==> config.mk <==
export PLATFORM = sky130hd
export DESIGN_NAME = dct2d_chen_seq
export DESIGN_NICKNAME = d
export VERILOG_FILES = /design/src/rtl/dct2d_chen_seq.sv
export SDC_FILE = /design/constraint.sdc
export NUM_CORES = 2
export LEC_CHECK = 0
export BUFFER_PORTS_ARGS = -buffer_cell sky130_fd_sc_hd__clkbuf_2
export CORE_MARGIN = 2
export CORE_UTILIZATION = 36
export CTS_BUF_LIST = sky130_fd_sc_hd__clkbuf_8
export CTS_CLUSTER_SIZE = 28
export DETAILED_ROUTE_END_ITERATION = 8
export SLEW_MARGIN = 30
export SYNTH_ARGS = -nofsm -noshare
export SYNTH_HDL_FRONTEND = slang
export SYNTH_SLANG_ARGS = --single-unit
export TNS_END_PERCENT = 50
==> constraint.sdc <==
create_clock -name clk -period 2.58 [get_ports clk]
set_input_delay 0.129 -clock clk [delete_from_list [all_inputs] [get_ports clk]]
set_output_delay 0.129 -clock clk [all_outputs]
set_load 0.01 [all_outputs]
==> src/rtl/dct2d_chen_seq.sv <==
// 8x8 2-D DCT sequencer around a shared external 1-D 8-point DCT.
// Row passes are forwarded straight from the input, results land in an
// 8x8 transpose buffer, column passes are issued from that buffer, and the
// finished coefficient rows are drained with a valid/ready handshake.
//
//  state   | meaning
//  --------+---------------------------------------------------------------
//  S_IDLE  | waiting for the first spatial row of a block
//  S_ROWS  | forwarding input rows to the 1-D DCT, storing row results
//  S_COLS  | issuing buffer columns to the 1-D DCT, storing column results
//  S_DRAIN | presenting coefficient rows to the consumer
module dct2d_chen_seq #(
   parameter int DATA_W = 16
) (
   input  logic                   clk,
   input  logic                   rst,
   input  logic                   in_valid,
   output logic                   in_ready,
   input  logic [7:0][DATA_W-1:0] in_row,
   output logic                   out_valid,
   input  logic                   out_ready,
   output logic [7:0][DATA_W-1:0] out_row,
   output logic                   dct_valid_in,
   output logic [7:0][DATA_W-1:0] dct_x,
   input  logic                   dct_valid_out,
   input  logic [7:0][DATA_W-1:0] dct_y,
   output logic                   busy
);

   typedef enum logic [1:0] {
      S_IDLE  = 2'd0,
      S_ROWS  = 2'd1,
      S_COLS  = 2'd2,
      S_DRAIN = 2'd3
   } state_t;

   state_t                   r_state;
   state_t                   w_state_nxt;
   logic [3:0]               r_iss_cnt;
   logic [3:0]               w_iss_nxt;
   logic [3:0]               r_ret_cnt;
   logic [3:0]               w_ret_nxt;
   logic [DATA_W-1:0]        r_buf [0:7][0:7];
   logic [7:0][DATA_W-1:0]   r_x_hold;
   logic [7:0][DATA_W-1:0]   w_col_rd;
   logic                     w_accept;
   logic                     w_ret_ok;
   logic                     w_row_wr;
   logic                     w_col_wr;

   // Input acceptance: only from IDLE or while row issues remain; never in reset.
   always_comb begin
      in_ready = 1'b0;
      if (!rst) begin
         if (r_state == S_IDLE)
            in_ready = 1'b1;
         else if (r_state == S_ROWS && r_iss_cnt < 4'd8)
            in_ready = 1'b1;
      end
   end

   assign w_accept = in_valid & in_ready;

   // A 1-D result is only meaningful while a pass is collecting results;
   // pulses in IDLE/DRAIN or after all 8 returns (e.g. left over from an
   // abandoned block) are dropped here.
   assign w_ret_ok = dct_valid_out && (r_ret_cnt < 4'd8) &&
                     ((r_state == S_ROWS) || (r_state == S_COLS));
   assign w_row_wr = w_ret_ok && (r_state == S_ROWS);
   assign w_col_wr = w_ret_ok && (r_state == S_COLS);

   // Column currently being issued, read straight out of the buffer.
   always_comb begin
      for (int r = 0; r < 8; r++)
         w_col_rd[r] = r_buf[r][r_iss_cnt[2:0]];
   end

   // Coefficient row currently offered to the consumer.
   always_comb begin
      for (int v = 0; v < 8; v++)
         out_row[v] = r_buf[r_ret_cnt[2:0]][v];
   end

   assign busy = (r_state != S_IDLE);

   // Next-state, counter and handshake logic.
   always_comb begin
      w_state_nxt  = r_state;
      w_iss_nxt    = r_iss_cnt;
      w_ret_nxt    = r_ret_cnt;
      dct_valid_in = 1'b0;
      dct_x        = r_x_hold;
      out_valid    = 1'b0;
      case (r_state)
         S_IDLE: begin
            if (w_accept) begin
               dct_valid_in = 1'b1;
               dct_x        = in_row;
               w_state_nxt  = S_ROWS;
               w_iss_nxt    = 4'd1;
            end
         end
         S_ROWS: begin
            if (w_accept) begin
               dct_valid_in = 1'b1;
               dct_x        = in_row;
               w_iss_nxt    = r_iss_cnt + 4'd1;
            end
            if (w_ret_ok) begin
               w_ret_nxt = r_ret_cnt + 4'd1;
               if (r_ret_cnt == 4'd7) begin
                  w_state_nxt = S_COLS;
                  w_iss_nxt   = 4'd0;
                  w_ret_nxt   = 4'd0;
               end
            end
         end
         S_COLS: begin
            if (r_iss_cnt < 4'd8) begin
               dct_valid_in = 1'b1;
               dct_x        = w_col_rd;
               w_iss_nxt    = r_iss_cnt + 4'd1;
            end
            if (w_ret_ok) begin
               w_ret_nxt = r_ret_cnt + 4'd1;
               if (r_ret_cnt == 4'd7) begin
                  w_state_nxt = S_DRAIN;
                  w_iss_nxt   = 4'd0;
                  w_ret_nxt   = 4'd0;
               end
            end
         end
         S_DRAIN: begin
            out_valid = 1'b1;
            if (out_ready) begin
               w_ret_nxt = r_ret_cnt + 4'd1;
               if (r_ret_cnt == 4'd7) begin
                  w_state_nxt = S_IDLE;
                  w_ret_nxt   = 4'd0;
               end
            end
         end
         default: begin
            w_state_nxt = S_IDLE;
            w_iss_nxt   = 4'd0;
            w_ret_nxt   = 4'd0;
         end
      endcase
   end

   // State, counters and the last issued vector (dct_x holds between issues).
   always_ff @(posedge clk) begin
      if (rst) begin
         r_state   <= S_IDLE;
         r_iss_cnt <= 4'd0;
         r_ret_cnt <= 4'd0;
         r_x_hold  <= '0;
      end else begin
         r_state   <= w_state_nxt;
         r_iss_cnt <= w_iss_nxt;
         r_ret_cnt <= w_ret_nxt;
         if (dct_valid_in)
            r_x_hold <= dct_x;
      end
   end

   // Transpose buffer: row results fill a row, column results fill a column.
   // A column write lands on a column already issued, so it never disturbs
   // the column being read in the same cycle. Contents are not reset.
   always_ff @(posedge clk) begin
      for (int r = 0; r < 8; r++) begin
         for (int c = 0; c < 8; c++) begin
            if (w_row_wr && (r_ret_cnt[2:0] == 3'(r)))
               r_buf[r][c] <= dct_y[c];
            else if (w_col_wr && (r_ret_cnt[2:0] == 3'(c)))
               r_buf[r][c] <= dct_y[r];
         end
      end
   end

endmodule

## Word level (Yosys, flattened, before mapping)

Memory sizes are Yosys's and may differ from the RTL's. A register that Yosys moved wholly into a read port is not among the register bits.
Cells that the tools add are included.
Widths: inputs -> output; s select.

| operators by class | value |
|---|---|
| equality and inequality tests | 19 |
| multipliers | 0 |
| bitwise operators | 66 |
| mux-type cells | 272 |
| div/mod/pow operators | 0 |
| add/subtract/negate cells | 2 |
| reductions and logical operators | 32 |
| shifts and indexed selects | 0 |
| $lt $le $gt $ge | 3 |

Operator list:

| cell | number |
|---|---|
| $mux 16 | 80 |
| $bmux 16 s3 | 8 |
| $mux 128 | 2 |
| $pmux 128 s2 | 1 |
| $mux 1 | 158 |
| $or 1x1->1 | 64 |
| $mux 4 | 10 |
| $logic_and 1x1->1 | 21 |
| $mux 2 | 7 |
| $eq 3x3->1 const B | 4 |
| $pmux 4 s3 | 1 |
| $ne 2x2->1 const B | 5 |
| $add 4x1->4 const B | 2 |
| $lt 4x4->1 const B | 2 |
| $pmux 2 s4 | 1 |
| $pmux 4 s2 | 1 |
| $reduce_and 7->1 | 1 |
| $eq 3x2->1 const B | 2 |
| $mux 3 | 2 |
| $ne 2x1->1 const B | 3 |
| $eq 2x2->1 const B | 2 |
| $eq 4x3->1 const B | 1 |
| $ge 4x4->1 const B | 1 |
| $not 3->4 | 1 |
| other kinds (12) | 14 |

| word-level totals | value |
|---|---|
| output and inout port bits | 260 |
| memories | 1 |
| logic and storage cells | 406 |
| bits in registers | 138 |
| ROM bits | 0 |
| latch bits | 0 |
| memory bits (writable) | 1024 |

Memory list:

| name | depth | bits a word | rd ports | clocked after Yosys merged registers in | wr ports | RTL line | text |
|---|---|---|---|---|---|---|---|
| r_buf | 8 | 128 | 9 | 1 | 8 | 43 | `logic [DATA_W-1:0] r_buf [0:7][0:7];` |

## Logic depth before layout (Yosys ltp)

| logic depth | value |
|---|---|
| depth in word-level cells | 10 |
| gate-level depth with buffers | 10 |

## Worst setup path after synthesis

Ideal clock, no wire load.

| timing path | value |
|---|---|
| path type | reg-to-reg |
| from | register r_state[1] |
| to | memory r_buf[7][53] (netlist name) (data pin) |
| setup slack | 0.295 ns |
| arrival time | 2.025 ns |
| path buffers | 2 |
| required time | 2.320 ns |
| library setup time | 0.260 ns |
| stages on the path, launching flop included | 9 |
| path through | dfxtp_1 inv_1 ha_1 and3_1 buf_6 nand3_2 nor2_2 buf_4 mux2_2 |

RTL lines:

| item | RTL line | text |
|---|---|---|
| from (decl) | 37 | `state_t r_state;` |
| from (signal assigned) | 159 | `r_state <= w_state_nxt;` |
| to (decl) | 43 |  |

==> out/metrics.cfg <==
[floorplan]
dieArea_sq_um = 187600
die_height_um = 433.2
die_x_um = 433.2
start_util_pct = 36.22
rows = 157
pin_count = 521
core_area_sq_um = 183100

[critical_path]
crit_type = reg -> out
endpoint_kind = primary output
cp.arrival_ns = 3.31
cp-start-kind = flip-flop
cp_max_fo = 7
critPathRequiredTime_ns = 2.45

[global_routing]
grt_max_degree = 107
grt_pass1_wl_um = 459800
grt_pass1_vias = 54900
overflow = 0
antenna_found_initial = 16
grt_use_total_pct = 35.90

[drt]
routedWlPerCell_um = 38.47
wirelength_um = 346100
drc = 0
via_count = 56830
dr.pass1.iters = 8
via_per_inst = 6.317
drtIter0Drc = 9289
drtAntennaViolNets = 0

[power_and_ir_drop]
p_switching_uw = 28430
p_seq_share_pct = 29.9
p_int_uw = 46250
p_per_area_nw_per_um2 = 815.5
peakVddDrop_mv = 0.8713
leakage_uw = 0.03311
power_frac_clock_pct = 23.0
p_sw_share_pct = 38.07
power_frac_comb_pct = 47.1

[hold_path]
hold_class = in -> reg

[sta]
clock.fmax_mhz = 290.4
hold_viol = 0
setup_viol = 412
min_period_ns = 3.443
fin_crit_sh_pct = 133.5
slew_headroom_pct = 36.05
grt_setup_unrepaired = true
layout_setup_ws_ns = -0.8632
finClkSkew_ns = 0.06142
whs_ns = 0.06145
worstMarginPinSlew_ns = 0.9592
final_max_slew_viol_count = 0

[placed_design]
place_ws_ns = -0.1504
post_dp_cell_area_sq_um = 75320
hpwl_um = 237400
gp_congestion = 1.045
port_buffers = 520

[clock_tree]
tritoncts.num_buffers = 203
htree_levels = 4
cts.sinks = 1165
cts_tree = done
clk_latency_ns = 0.99
cts_buffer_depth = 3
clk_transition_reported_paths_ns = 0.07
root_buffer = clkbuf_8

[finish]
fin_util_pct = 50.02
multiInputGateArea_sq_um = 34520
regArea_sq_um = 33600
fillerInstances = 15590
fin_area_sq_um = 91580
area_delta_synth_final_pct = 38.11
fin_nets = 6626
drive_above_1_share_pct = 50.02

[yosys]
synthFlopType = edfxtp_1
synth.ff_latch_count = 1165
synth_cells = 5132
synth_edf_count = 1024
syn_nets = 5405
ys_seq_area_share_pct = 50.63
yosysWarnings = 0
async_flop_share_pct = 0
synth_cell_types = 57
syn_avg_cell_area_sq_um = 12.92
syn_area_sq_um = 66310

[status]
violations = negative setup slack
outcome = complete, but fails checks

[job]
maxCapViolations = 0

## per-layer routing
| layer | global-route usage, % | routed length [um] | vias to the layer above |
|---|---|---|---|
| met5 | 0 | 43 | - |
| met4 | 27.35 | 32310 | 8 |
| met3 | 11.66 | 46250 | 1128 |
| met2 | 54.47 | 152100 | 4975 |
| met1 | 42.24 | 115400 | 28600 |
| li1 | - | - | 22130 |
## logic make-up (layout without fill, tap and decap cells)
family,Yosys count,in the layout,synth area share [%]
multiplexers,1463,1463,29.64
flip-flops,1165,1165,50.63
AND/OR/NAND/NOR,1104,1104,6.916
AO/OA/AOI/OAI,779,779,8.312
buffers and inverters,609,1999,4.274
adder cells (fa/ha/maj),12,12,0.2264
other,0,11,0
## sequential cells by signal, indices dropped and copies added (netlist names), named ones only
| register | flops |
|---|---|
| r_buf | 1024 |
| r_x_hold | 128 |
| r_iss_cnt | 4 |
| r_state | 2 |
| r_ret_cnt | 4 |
## critical path: stages, from the launching register on
cell       delay (ns)
dfxtp_4          0.38
buf_12           0.15
buf_8            0.14
buf_16           0.15
mux2_2           0.23
o22ai_1          0.07
buf_4            0.18
nor3_4           0.52
a2111oi_4        0.08
a21oi_1          0.23
clkbuf_2         0.18
## area by class of cell
cell class / count / area share, %
Antenna cell: 11 / 0.03006
Clock buffer: 208 / 3.126
Clock inverter: 166 / 1.118
Inverter: 90 / 0.3771
Multi-Input combinational cell: 3358 / 37.70
Sequential cell: 1165 / 36.69
Tap cell: 2464 / 3.367
Timing Repair Buffer: 1535 / 17.59
## synthesized netlist by cell type (all sizes together), types with 50 or more instances
cell        n  area (sq um)
a2111oi    79          1318
a21oi     264          1329
a22oi      51         382.9
a32oi      50         437.9
buf       228          1404
clkbuf    291          1092
dfxtp     141          2823
edfxtp   1024         30750
inv        90         337.8
mux2      964         10930
mux2i     201          2012
mux4      298          6711
nand2     924          3533
nor2       65         319.0
nor3       63         365.3
o21ai     151         770.8
o22ai     115         719.4
## final timing paths
path         cells after the start            end  slack (ns)    startpoint
max                             10     dct_x[115]       -0.86  r_iss_cnt[1]
max reg2reg                      8    r_buf[2][8]       -0.12    r_state[1]
min                              4  r_x_hold[105]        0.06   in_row[105]
min reg2reg                      2   r_x_hold[93]        0.45  r_x_hold[93]
## through the flow
stage	cells	TNS, ns	power, uW
after CTS	8938	-168.32	72280
after global placement	8078	-13.71	47180
final	8997	-176.00	74680
after floorplan	5132	0	36080
after detailed placement	8078	-8.574	47420
after global routing	8991	-181.21	76240
## cell usage in the layout, fill, tap and decap left out, drive strengths merged, types with 2 or more instances in the layout
cell | netlist | routed
and2 | 5 | 5
a22oi | 51 | 51
buf | 228 | 772
clkbuf | 291 | 692
a32oi | 50 | 50
dfxtp | 141 | 141
nand3b | 3 | 3
a211oi | 36 | 36
clkinv | 0 | 78
a2111oi | 79 | 79
a21oi | 264 | 264
or3 | 2 | 2
nand2 | 924 | 924
bufbuf | 0 | 11
a41oi | 2 | 2
nor3 | 63 | 63
diode | 0 | 11
edfxtp | 1024 | 1024
inv | 90 | 165
o21ai | 151 | 151
nor2b | 9 | 9
nand2b | 6 | 6
mux2i | 201 | 201
a21boi | 3 | 3
nand4 | 12 | 12
ha | 12 | 12
o22ai | 115 | 115
mux4 | 298 | 298
clkinvlp | 0 | 3
nand3 | 11 | 11
bufinv | 0 | 10
mux2 | 964 | 964
a22o | 21 | 21
dlygate4sd3 | 0 | 268
nor2 | 65 | 65
a31oi | 2 | 2
## power by group through the flow
stage / combinational [uW] / sequential, uW / clock [uW]
3_5_place_dp: 24800 / 22600 / 0
2_1_floorplan: 13700 / 22400 / 0
5_1_grt: 36000 / 22400 / 17900
6_report: 35200 / 22300 / 17200
4_1_cts: 33000 / 22300 / 17100
3_3_place_gp: 24600 / 22600 / 0
## what timing repair did
action | CTS | global route
gates cloned | 68 | 4
endpoints found under the hold margin | 1166 | 0
hold buffers | 268 | 0
pin swaps | 160 | 80
setup endpoints to repair | 474 | 438
gates resized for setup | 911 | 286
buffers inserted | 177 | 64
No activity file was read; power rests on OpenSTA's default activity.
